==> src/rtl/winograd_tile_reader.sv <==
// Gathers overlapping 4x4 stride-2 tiles for the Winograd F(2x2,3x3) input transform. Define WINO_ZERO_PAD_EN to add a 1-element zero border.
// Latency: first tile is valid 17 edges after io_start is sampled. With ready held high, one tile is produced every 18 cycles.
// Backpressure: while io_tile_ready is low, the tile is held stable and no RAM reads are issued.
`timescale 1ns/1ps
module winograd_tile_reader #(
  parameter int DATA_W = 16,
  parameter int ADDR_W = 10,
  parameter int MAP_W  = 32,
  parameter int MAP_H  = 30
) (
  input  logic                 clock,
  input  logic                 reset,
  input  logic                 io_start,
  output logic                 io_busy,
  output logic                 io_done,
  output logic [ADDR_W-1:0]    io_ram_addr,
  output logic                 io_ram_en,
  input  logic [DATA_W-1:0]    io_ram_data,
  output logic                 io_tile_valid,
  input  logic                 io_tile_ready,
  output logic [16*DATA_W-1:0] io_tile_data,
  output logic                 io_tile_last
);
`ifdef WINO_ZERO_PAD_EN
  localparam int TX = MAP_W / 2;
  localparam int TY = MAP_H / 2;
`else
  localparam int TX = (MAP_W - 4) / 2 + 1;
  localparam int TY = (MAP_H - 4) / 2 + 1;
`endif
  localparam int AW1 = ADDR_W + 1;
  localparam logic [AW1-1:0]    MAP_W_V = AW1'(MAP_W);
  localparam logic [ADDR_W-1:0] TX_LAST = ADDR_W'(TX - 1);
  localparam logic [ADDR_W-1:0] TY_LAST = ADDR_W'(TY - 1);

  typedef enum logic [1:0] {IDLE, FETCH, HOLD, DONE} state_t;

  state_t               state, state_nxt;
  logic [4:0]           cnt;
  logic [ADDR_W-1:0]    tx, ty;
  logic                 cap_vld, cap_zero;
  logic [3:0]           cap_idx;
  logic [16*DATA_W-1:0] tile_q;
  logic                 issue, in_map, last_tile, hs;
  logic [AW1-1:0]       row_p, col_p, row, col;

  // cnt[3:2] is the tile row r and cnt[1:0] is the tile column c of the element being issued
  assign row_p = {ty, 1'b0} + AW1'(cnt[3:2]);
  assign col_p = {tx, 1'b0} + AW1'(cnt[1:0]);
`ifdef WINO_ZERO_PAD_EN
  localparam logic [AW1-1:0] MAP_H_V = AW1'(MAP_H);
  // row_p/col_p are coordinates in the bordered map; in-map elements shift back by one
  assign in_map = (row_p != '0) && (row_p <= MAP_H_V) && (col_p != '0) && (col_p <= MAP_W_V);
  assign row    = row_p - AW1'(1);
  assign col    = col_p - AW1'(1);
`else
  assign in_map = 1'b1;
  assign row    = row_p;
  assign col    = col_p;
`endif

  assign last_tile    = (tx == TX_LAST) && (ty == TY_LAST);
  assign hs           = io_tile_valid & io_tile_ready;
  assign io_ram_en    = issue & in_map;
  assign io_ram_addr  = io_ram_en ? ADDR_W'(row * MAP_W_V + col) : '0;
  assign io_tile_data = tile_q;

  always_ff @(posedge clock or posedge reset) begin
    if (reset) state <= IDLE;
    else       state <= state_nxt;
  end

  always_comb begin
    state_nxt     = state;
    issue         = 1'b0;
    io_busy       = 1'b0;
    io_done       = 1'b0;
    io_tile_valid = 1'b0;
    io_tile_last  = 1'b0;
    case (state)
      IDLE: if (io_start) state_nxt = FETCH;
      FETCH: begin
        io_busy = 1'b1;
        issue   = (cnt < 5'd16);
        // cycle 16 only waits for the capture of element 15
        if (cnt == 5'd16) state_nxt = HOLD;
      end
      HOLD: begin
        io_busy       = 1'b1;
        io_tile_valid = 1'b1;
        io_tile_last  = last_tile;
        if (io_tile_ready) state_nxt = last_tile ? DONE : FETCH;
      end
      DONE: begin
        io_done   = 1'b1;
        state_nxt = IDLE;
      end
      default: state_nxt = IDLE;
    endcase
  end

  always_ff @(posedge clock or posedge reset) begin
    if (reset) begin
      cnt      <= '0;
      tx       <= '0;
      ty       <= '0;
      cap_vld  <= 1'b0;
      cap_zero <= 1'b0;
      cap_idx  <= '0;
      tile_q   <= '0;
    end else begin
      // the RAM returns data one cycle after issue, so the slot index and pad flag are delayed to match
      cap_vld  <= issue;
      cap_idx  <= cnt[3:0];
      cap_zero <= ~in_map;
      if (cap_vld) tile_q[cap_idx*DATA_W +: DATA_W] <= cap_zero ? '0 : io_ram_data;
      if (state == FETCH) cnt <= (cnt == 5'd16) ? 5'd0 : cnt + 5'd1;
      if (hs) begin
        if (last_tile) begin
          tx <= '0;
          ty <= '0;
        end else if (tx == TX_LAST) begin
          tx <= '0;
          ty <= ty + 1'b1;
        end else begin
          tx <= tx + 1'b1;
        end
      end
    end
  end
endmodule
==> config.mk <==
export PLATFORM = sky130hd
export DESIGN_NAME = winograd_tile_reader
export DESIGN_NICKNAME = d
export VERILOG_FILES = /design/src/rtl/winograd_tile_reader.sv
export SDC_FILE = /design/constraint.sdc
export NUM_CORES = 1
export LEC_CHECK = 0
export CORE_ASPECT_RATIO = 1.25
export CORE_MARGIN = 2
export CORE_UTILIZATION = 45
export DETAILED_ROUTE_END_ITERATION = 10
export GPL_ROUTABILITY_DRIVEN = 0
export PLACE_DENSITY = 0.72
export SYNTH_ARGS = -nofsm -noshare
export SYNTH_HDL_FRONTEND = slang
export SYNTH_SLANG_ARGS = --single-unit
==> constraint.sdc <==
create_clock -name clock -period 22.2 [get_ports clock]
set_input_delay 6.66 -clock clock [delete_from_list [all_inputs] [get_ports clock]]
set_output_delay 6.66 -clock clock [all_outputs]
set_load 0.03 [all_outputs]
* After elaboration in Yosys (flattened, before gate mapping)
Index checks and enable logic that the tools add are counted.
** Word-level totals
- Logic and storage cells :: 50
- Input port bits :: 20
- Output and inout bits :: 271
- Register bits after elaboration :: 288
** Cells by class
- Shifts and indexed selects :: 2
- Bitwise operators :: 1
- Muxes and demuxes :: 17
- Reductions and logical operators :: 6
- $lt $le $gt $ge :: 1
- Add/subtract/negate cells :: 7
- Equality and inequality tests :: 9
** Operators with widths (number)
- 256-bit bitwise mux :: 1
- 16-bit by 34-bit variable shift with 256-bit output (first input constant) :: 1
- 16-bit by 34-bit indexed part select with 256-bit output :: 1
- 10-bit two-way mux :: 5
- 8-bit negator with 34-bit output :: 1
- 10-bit by 1-bit adder with 10-bit output (second input constant) :: 2
- 10-bit by 4-bit == test with 1-bit output (second input constant) :: 2
- 10-bit adder :: 1
- 10-bit by 2-bit adder with 10-bit output :: 1
- 2-bit two-way mux :: 4
- 2-bit one-hot mux with 4 select lines :: 1
- 2-bit inequality test (second input constant) :: 3
- 5-bit by 1-bit adder with 5-bit output (second input constant) :: 1
- 5-bit by 2-bit adder with 5-bit output :: 1
- 5-bit == test (second input constant) :: 1
- 5-bit less-than comparator (second input constant) :: 1
- 1-bit two-way mux :: 5
- 5-bit two-way mux :: 1
- 2-bit == test (second input constant) :: 2
- 3-bit AND reduction :: 1
- 2-bit by 1-bit == test with 1-bit output (second input constant) :: 1
- 2-bit zero test :: 1
- 2-bit AND reduction :: 1
- 2-bit nonzero test :: 1
- other kinds (3) :: 3

* Longest topological paths before layout
Gate-level depths: netlist (run 1).
- Depth after elaboration :: 5
- Depth in mapped cells :: 10
- Mapped depth without buffers :: 7

* Least setup slack after synthesis (run 1)
OpenSTA, ideal clock, no wires.
- Kind :: register to output
- Start point :: register cnt[3]
- End point :: output io_ram_addr[9]
- Buffers on the path :: 0
- Slack :: 13.402 ns
- Required time :: 15.540 ns
- Data arrival time :: 2.138 ns
- Stages on the path, launching flop included :: 8
- Path through :: dfrtp_1 > ha_1 > ha_1 > xor2_1 > ha_1 > or2_2 > o22ai_1 > mux2i_1
** Between the ends
- Longest elaborated chain between the ends :: 3
- Elaborated cells on any way between the ends :: 5
- Classes of those cells :: add/sub (2); order compare (1); mux (2)
** RTL lines
- from (decl) :: RTL line 39 : logic [4:0] cnt;
- from (signal assigned) :: RTL line 117 : if (state == FETCH) cnt <= (cnt == 5'd16) ? 5'd0 : cnt + 5'd1;
- 5-bit by 2-bit adder with 5-bit output or 5-bit less-than comparator (tied branches) :: RTL line 48, 84
- 10-bit adder or 1-bit two-way mux (tied branches) :: RTL line 65, 80
- 10-bit two-way mux * :: RTL line 65 : assign io_ram_addr = io_ram_en ? ADDR_W'(row * MAP_W_V + col) : '0;
- to (decl) :: RTL line 16 : output logic [ADDR_W-1:0] io_ram_addr,
Every way passes the cells marked *; elsewhere a longest branch is shown, timed or not.

* Final worst setup path (run 1)
- Start point :: register cnt[3]
- End point :: output io_ram_addr[8]
Same word-level chain as after synthesis.

==> summary.md, run 1 <==
| Metric | Value |
|---|---|
| Status | `completed` |
| DRT Wirelength | `40300 um` |
| WS Path Type | `flip-flop to primary output` |
| Hold/Removal Path Class | `flip-flop to flip-flop` |
| Layout cells sized above 1 | `between 10% and 20%` |
| Hold Slack | `0.475 ns` |
| CP startpoint | `cnt[3]` |
| Nets | `1423` |
| Worst Skew | `0.0136 ns` |
| Mapped Avg Cell Area | `~12 sq um` |
| Avg WL per Cell | `~22 um` |
| Leading cell type in the layout, fill and taps excluded | `clkdlybuf4s50_1` |
| Resize count post-CTS | `0` |
| # diodes | `0` |
| Synth Cell Area | `0.0134 sq mm` |
| Tmin final | `9.82 ns` |
| Most frequent cells in the layout | `290 x clkdlybuf4s50_1, 288 x dfrtp_1, 159 x nand4_1` |
| # Post-CTS Setup Buffers | `0` |
| Mapped Cells | `approximately 1100` |
| Syn nets | `1178` |
| Ports | `291` |
| Pin count of the biggest net entering global routing | `130` |
| Unrepaired setup endpoints after global routing | `no` |
| Reg-to-reg endpoint | `io_tile_data[220]` |
| DRT iter0 DRCs | `640` |
| Worst Path Max Fanout | `7` |
| FF-to-FF path depth | `7` |
| Max Slew Vio Count | `0` |
| WL met2 | `around 19000 um` |
| Drt drc | `0` |
| Die height | `197 um` |
| Tcrit/Tclk final | `44.2%` |
| Static Leak | `8.31 nW` |
| CTS tree | `built` |
| Antenna-violating nets left | `0` |
| Crit. End Element | `primary output` |
| Top_reg_cell synth | `dfrtp_1` |
| # setup viols final | `0` |
| Initial Util | `45.7%` |
| Post-route cell area | `0.0175 sq mm` |
| WL met3 | `2780 um` |
| Clock Sinks | `288` |
| Footprint of the multi-input gates | `around 0.0056 sq mm` |
| CTS Root Cell | `clkbuf_16` |
| Max-Cap Viols | `0` |
| Register area | `0.00721 sq mm` |
| Sequential element share of the synthesized area | `a little over half` |
| Final Hold Viols | `0` |
| Critical Path End | `io_ram_addr[8]` |
| Total power | `2.17 mW` |
| Crit path required time | `15.54 ns` |
| CTS Buffer Depth | `3` |
| Reg clk slew, reported paths | `0.07 ns` |
| Uppermost layer routed | `met4` |
| EDFF count, synth | `0` |
| Yosys reg bits | `288` |
| F_max | `102 MHz` |
| First-pass GRT wire length | `about 62000 um` |
| PortBufs | `between 200 and 300` |
| Fillers | `2464` |
| Slew @ Worst Pin | `1.30 ns` |
| PwrDens | `124 mW/mm^2` |
| Worst EP arrival | `3.16 ns` |
| H-Tree Depth | `1` |
| Die Footprint | `roughly 0.031 sq mm` |
| Initial antenna violation count | `0` |
| Slew margin rel. | `13.5%` |
| Hold_buf cts | `0` |
| Gr usage total | `25.8%` |
| DPL Wire Length | `26600 um` |
| Synth warn | `0` |
| Area growth, synth to finish | `31.1%` |
| TritonRoute pass-1 iters | `5` |
| Vias per cell | `approximately 5.8` |
| Die width | `158 um` |
| Clk_lat worst skew | `0.55 ns` |
| Post-synth ARST share | `100%` |
| Setup TNS | `0 ns` |
| Post-synth cell types | `between 50 and 60` |
| Utilization after layout | `59.9%` |
| Core area | `0.0293 sq mm` |
| FP Rows | `70` |
| CP startpoint kind | `flip-flop` |
| Placed instance area | `0.0166 sq mm` |
| CTS buffer count | `29` |
| R2R Setup Slk | `roughly 19 ns` |
| Vias in the first global route | `10400` |
| Worst VDD drop | `0.0777 mV` |
| Met1 Wirelength | `16400 um` |
| Total grt overflow | `0` |
| Via count | `just over 10000` |
| FF-to-FF Start | `cap_idx[0]` |
-- final cells by class --
class	count	area share (%)
flip-flops and latches	288	41.1
clock buffers	38	4.45
well taps	396	2.83
multi-input cells	690	31.8
repair buffers	313	17.6
inverters	61	1.35
clock inverters	13	0.900
-- how the worst min path moves through the flow --
stage                             endpoint  slack, ns  depth (start not counted)              from
after detailed placement  io_tile_data[95]       0.46                          1  io_tile_data[95]
after CTS                 io_tile_data[95]       0.48                          1  io_tile_data[95]
after floorplan                 cap_idx[0]       0.40                          0            cnt[0]
after global placement          cap_idx[1]       0.46                          0            cnt[1]
after global routing      io_tile_data[29]       0.48                          1  io_tile_data[29]
final                     io_tile_data[93]       0.48                          1  io_tile_data[93]
-- power breakdown --
group | switching, mW | leakage (nW) | internal (mW) | total (mW)
clock | 0.207 | 0.459 | 0.282 | 0.489
combinational | 0.630 | 3.95 | 0.331 | 0.961
sequential | 0.0841 | 3.90 | 0.632 | 0.716
-- metal layers --
| metal | up-vias | global-route usage [%] |
|---|---|---|
| li1 | 4627 | - |
| met1 | 5233 | 33.7 |
| met2 | 385 | 42.1 |
| met3 | 101 | 5.39 |
| met4 | 0 | 9.81 |
| met5 | - | 0 |
-- sequential cells by signal (all words and copies together), names as in the netlist --
register and flops:
cap_idx 4, cap_vld 1, cnt 5, io_tile_data 256, state 2, tx 10, ty 10
-- synthesized netlist by cell type (2+ instances only) --
cell / count / area, sq um
mux2_2: 57 / 642
nor4_2: 4 / 50.1
nor3b_1: 2 / 15.0
nand2_1: 42 / 158
a21bo_2: 123 / 1230
xnor2_1: 11 / 96.3
nor2_1: 23 / 86.3
nand2_2: 2 / 12.5
nand4_1: 159 / 995
and2_1: 18 / 113
nor3_2: 2 / 20.0
buf_2: 17 / 85.1
and4_1: 36 / 315
clkbuf_1: 75 / 282
nor3_1: 18 / 90.1
mux2i_1: 47 / 470
or3_1: 3 / 18.8
buf_6: 2 / 22.5
a31oi_1: 2 / 12.5
dfrtp_1: 288 / 7210
or4_1: 2 / 15.0
a21oi_1: 5 / 25.0
buf_4: 3 / 22.5
nor4_1: 5 / 31.3
a21o_1: 36 / 270
inv_1: 61 / 229
a41oi_1: 2 / 17.5
or2_2: 4 / 25.0
nand3b_1: 2 / 15.0
ha_1: 20 / 250
xor2_1: 10 / 87.6
nor4_4: 3 / 63.8
nand2b_1: 6 / 37.5
nand3_1: 10 / 50.1
and3_1: 6 / 37.5
o21ai_0: 10 / 50.1
-- critical path: stages, from the launching register on --
cell,delay [ns]
dfrtp_1,0.46
ha_1,0.25
ha_1,0.28
ha_1,0.35
nand4_1,0.11
o2111ai_1,0.27
xnor2_1,0.10
nor2_1,0.10
clkdlybuf4s50_1,0.69
-- through the flow --
stage | cells | setup slack (ns)
floorplan | 1138 | 7.59
global route | 1799 | 12.15
finish | 1799 | 12.38
global placement | 1748 | 13.00
CTS | 1799 | 12.35
detailed placement | 1748 | 12.94
-- kinds of logic after synthesis --
logic type | share of synthesized area, %
simple gates | 16.8
xor+xnor | 1.38
mux | 8.44
flops | 53.9
fa+ha+maj | 1.87
buf+inv | 4.94
compound gates | 12.6
Note: power is estimated with default switching activity, not from simulation.
==> inputs of run 2 (changes only) <==
PLACE_DENSITY = 0.75   (was 0.72)
clock period = 8.3 ns   (was 22.2 ns; I/O delays follow)
==> run 2 against run 1 <==
Against the previous run: critical path type unchanged; power grew to 2.7 times the previous value; non-clock buffer count is 3 lower; combinational power grew to 2.7 times the previous value; first-iteration DRC count is 4.8% lower; clock-buffer cell count is 3 higher; core utilization is 0.52 points higher; clock skew is 0.0037 ns higher; register-to-register slack worse by 14 ns; hold slack worse by 0.0066 ns; largest cell class unchanged; final cell count is 0.11% higher.
==> summary.md, run 2 (synthesis results as in run 1) <==
| Metric | Value |
|---|---|
| CTS Root Cell | `clkbuf_16` |
| Slew margin rel. | `13.4%` |
| First-pass GRT wire length | `between 60000 and 70000 um` |
| Crit path largest cell delay | `0.69 ns` |
| Final Hold Viols | `0` |
| CTS tree | `built` |
| Initial antenna violation count | `0` |
| WS Path Type | `flip-flop to primary output` |
| Vias per cell | `5.70` |
| CTS buffer count | `30` |
| CP bufs+invs | `1` |
| Static Leak | `8.36 nW` |
| Uppermost layer routed | `met4` |
| Hold/Removal Path Class | `flip-flop to flip-flop` |
| Core area | `slightly below 0.03 sq mm` |
| Area growth, synth to finish | `32.2%` |
| FP Rows | `70` |
| # setup viols final | `0` |
| Slew @ Worst Pin | `1.30 ns` |
| CP startpoint kind | `flip-flop` |
| # diodes | `0` |
| Crit path required time | `5.81 ns` |
| Die height | `a little under 200 um` |
| Max Slew Vio Count | `0` |
| Hold Slack | `roughly 0.47 ns` |
| Setup TNS | `0 ns` |
| Avg WL per Cell | `22.3 um` |
| Antenna-violating nets left | `0` |
| DPL Wire Length | `~27000 um` |
| Pin count of the biggest net entering global routing | `166` |
| WL met2 | `19600 um` |
| Crit. End Element | `primary output` |
| Total power | `5.95 mW` |
| Max-Cap Viols | `0` |
| PwrDens | `about 340 mW/mm^2` |
| DRT Wirelength | `40200 um` |
| Vias in the first global route | `10300` |
| CTS Buffer Depth | `3` |
| Via count | `10300` |
| Utilization after layout | `60.4%` |
| Ports | `291` |
| Met1 Wirelength | `between 15000 and 20000 um` |
| # Post-CTS Setup Buffers | `0` |
| Reg clk slew, reported paths | `0.07 ns` |
| CP top delay family | `adder cells` |
| Resize count post-CTS | `0` |
| Crit path cell chain | `ha_1 -> ha_1 -> ha_1 -> o21ai_0 -> a21oi_1 -> o22ai_1 -> mux2i_1 -> clkdlybuf4s50_1` |
| Leading cell type in the layout, fill and taps excluded | `clkdlybuf4s50_1` |
| Die width | `158 um` |
| F_max | `175 MHz` |
| Worst EP arrival | `between 3 and 4 ns` |
| WL met3 | `about 2300 um` |
| Gr usage total | `approximately a quarter` |
| Worst VDD drop | `0.187 mV` |
| Layout cells sized above 1 | `between 20% and 30%` |
| Most frequent cells in the layout | `290 x clkdlybuf4s50_1, 288 x dfrtp_1, 159 x nand4_1` |
| Clock Sinks | `288` |
| Cell mode on critical path | `ha_1` |
| Total grt overflow | `0` |
| Tmin final | `approximately 5.7 ns` |
| Worst Skew | `approximately 0.017 ns` |
| DRT iter0 DRCs | `609` |
| Worst Path Max Fanout | `7` |
| Clk_lat worst skew | `0.57 ns` |
| Nets | `1421` |
| PortBufs | `290` |
| Slowest-stage cell, CP | `clkdlybuf4s50_1` |
| Tcrit/Tclk final | `68.8%` |
| Unrepaired setup endpoints after global routing | `no` |
| Hold_buf cts | `0` |
| Largest register FFs | `around 260` |
| TritonRoute pass-1 iters | `5` |
| Status | `completed` |
| Initial Util | `45.7%` |
| H-Tree Depth | `1` |
| Die Footprint | `0.0311 sq mm` |
| Drt drc | `0` |
## run 2: area by class of cell
cell class | instances | area (sq um)
fill | 2377 | 11600
inverter | 61 | 233
clock inverter | 15 | 236
multi-input combinational | 690 | 5570
clock buffer | 41 | 862
timing repair buffer | 310 | 3070
tap | 396 | 495
sequential | 288 | 7210
## run 2: path summary, 6_finish.rpt
check	from	to	slack, ns	depth (start not counted)
setup / recovery	cnt[3]	io_ram_addr[9]	2.59	8
setup reg to reg	cap_idx[0]	io_tile_data[220]	4.76	7
min in group asynchronous	reset	io_tile_data[175]	2.25	2
max in group asynchronous	reset	io_tile_data[148]	4.30	4
hold reg to reg	tx[9]	tx[9]	0.47	1
hold / removal	tx[9]	tx[9]	0.47	1
## run 2: worst reg2reg max path, stage by stage, from the launching register on
cell,delay [ns]
dfrtp_1,0.49
inv_1,0.08
ha_1,0.39
nand2_1,0.24
nor3_4,0.88
buf_4,0.47
nand2_1,0.45
mux2_2,0.45
## run 2: layer usage
layer  vias up  GRT usage, %
li1       4615             -
met1      5198          34.0
met2       361          41.9
met3        91          4.49
met4         0          9.84
met5         -             0
## run 2: through the flow
step           std cells  area, sq um  setup slack (ns)
2_1_floorplan       1138        13400              1.99
3_3_place_gp        1745        16600              3.27
3_5_place_dp        1745        16600              3.24
4_1_cts             1801        17700              2.60
5_1_grt             1801        17700              2.38
6_report            1801        17700              2.59
## run 2: power breakdown
group	internal, mW	switching, mW
Combinational	0.882	1.68
Sequential	1.69	0.226
Clock	0.886	0.578
Total	3.46	2.49
==> inputs of run 3 (changes only) <==
PLACE_DENSITY = 0.72   (was 0.75)
clock period = 5.6 ns   (was 8.3 ns; I/O delays follow)
==> run 3 against run 2 <==
Against the previous run: setup slack got worse by 1.9 ns; core utilization down 0.22 points; global-route usage grew 0.15 points; clock skew rose by 0.0017 ns; clock power grew 40%; critical endpoint is now io_ram_addr[8]; largest cell class unchanged.
==> summary.md, run 3 (synthesis results as in run 1) <==
| Metric | Value |
|---|---|
| Status | `completed` |
| Final Hold Viols | `0` |
| Hold/Removal Path Class | `flip-flop to flip-flop` |
| Hold_buf cts | `0` |
| Initial Util | `between 40 and 50%` |
| FP Rows | `70` |
| Drt drc | `0` |
| CTS buffer count | `29` |
| CTS Root Cell | `clkbuf_16` |
| First-pass GRT wire length | `around 62000 um` |
| Core area | `0.0293 sq mm` |
| Slew @ Worst Pin | `about 1.3 ns` |
| Antenna-violating nets left | `0` |
| Worst EP arrival | `3.19 ns` |
| Area growth, synth to finish | `31.7%` |
| Slew margin rel. | `12.0%` |
| Static Leak | `8.34 nW` |
| Leading cell type in the layout, fill and taps excluded | `clkdlybuf4s50_1` |
| Gr usage total | `between 20% and 30%` |
| Vias per cell | `5.75` |
| Clk_lat worst skew | `0.57 ns` |
| H-Tree Depth | `1` |
| Worst Skew | `0.0191 ns` |
| Total grt overflow | `0` |
| # setup viols final | `0` |
| Die Footprint | `0.0311 sq mm` |
| TritonRoute pass-1 iters | `5` |
| Unrepaired setup endpoints after global routing | `no` |
| Setup TNS | `0 ns` |
| Die height | `197 um` |
| Fillers | `roughly 2500` |
| # Post-CTS Setup Buffers | `0` |
| F_max | `205 MHz` |
| Most frequent cells in the layout | `290 x clkdlybuf4s50_1, 288 x dfrtp_1, 159 x nand4_1` |
| Crit. End Element | `primary output` |
| CTS tree | `built` |
| CP startpoint kind | `flip-flop` |
| Crit path required time | `3.92 ns` |
| DRT Wirelength | `a little over 40000 um` |
| WS Path Type | `flip-flop to primary output` |
| Non-Filler Instances | `1800` |
| Worst Path Max Fanout | `7` |
| DPL Wire Length | `26800 um` |
| Resize count post-CTS | `0` |
| Pin count of the biggest net entering global routing | `just under 90` |
| Ports | `291` |
| Via count | `10400` |
| Tmin final | `4.87 ns` |
| DP Cell Count | `1746` |
| Max Slew Vio Count | `0` |
| PortBufs | `290` |
| Pre-CTS setup slack | `1.32 ns` |
| Final WS setup | `around 0.73 ns` |
| Die width | `158 um` |
| CTS Buffer Depth | `3` |
| Largest register FFs | `256` |
| Clock Sinks | `288` |
| Worst VDD drop | `~0.29 mV` |
| # diodes | `0` |
| Vias in the first global route | `between 10000 and 15000` |
| Max-Cap Viols | `0` |
| Reg clk slew, reported paths | `0.06 ns` |
| Initial antenna violation count | `0` |
| Tcrit/Tclk final | `between 80% and 90%` |
| DRT iter0 DRCs | `737` |
| Layout cells sized above 1 | `19.9%` |
| PwrDens | `494 mW/mm^2` |
| Nets | `1421` |
| Avg WL per Cell | `22.4 um` |
[run 3: cell types whose count changed in the layout (fill, tap and decap cells not counted), sizes merged]
cell      before  now
buf           20   21
bufinv         5    4
clkinv         7    6
clkinvlp       4    3
inv           60   61
[run 3: per-layer routing]
layer / wire, um / up-vias / GRT usage [%]
met5: 0 / - / 0
met4: 1310 / 0 / 8.81
met3: 2840 / 78 / 5.15
met2: 19800 / 385 / 42.5
met1: 16400 / 5267 / 34.0
li1: - / 4624 / -
[run 3: area by class of cell]
class	count	area [sq um]	share of cell area [%]
clock inverter	13	185	1.05
multi-input combinational	690	5570	31.6
clock buffer	41	821	4.66
sequential	288	7210	40.9
timing repair buffer	311	3100	17.6
inverter	61	233	1.32
tap	396	495	2.81
[run 3: worst paths after layout]
kind,start,depth (start not counted),slack [ns],endpoint
max,cnt[3],8,0.73,io_ram_addr[8]
min,tx[9],1,0.47,tx[9]
max reg2reg,cap_idx[2],6,1.50,io_tile_data[60]
min reg2reg,tx[9],1,0.47,tx[9]
max in group asynchronous,reset,3,2.90,io_tile_data[214]
min in group asynchronous,reset,2,1.73,io_tile_data[230]
[run 3: stage by stage]
stage / cell area, sq um / total power [mW] / hold WS [ns] / util, %
6_report: 17600 / 8.69 / 0.475 / 60.2
5_1_grt: 17600 / 9.10 / 0.495 / 60.2
4_1_cts: 17600 / 8.72 / 0.473 / 60.2
3_5_place_dp: 16600 / 6.66 / 0.461 / 56.7
3_3_place_gp: 16600 / 6.61 / 0.461 / 56.7
2_1_floorplan: 13400 / 5.16 / 0.400 / -
[run 3: worst max-delay path: stages, from the launching register on]
cell,delay (ns)
dfrtp_1,0.47
ha_1,0.26
ha_1,0.27
ha_1,0.36
nand4_1,0.11
o2111ai_1,0.26
xnor2_1,0.10
nor2_1,0.11
clkdlybuf4s50_1,0.69
[run 3: power breakdown]
group / total [mW] / leakage [nW] / switching [mW] / internal, mW
registers: 2.84 / 3.90 / 0.329 / 2.51
logic: 3.81 / 3.94 / 2.50 / 1.31
clock network: 2.04 / 0.492 / 0.833 / 1.21
total: 8.69 / 8.34 / 3.66 / 5.03
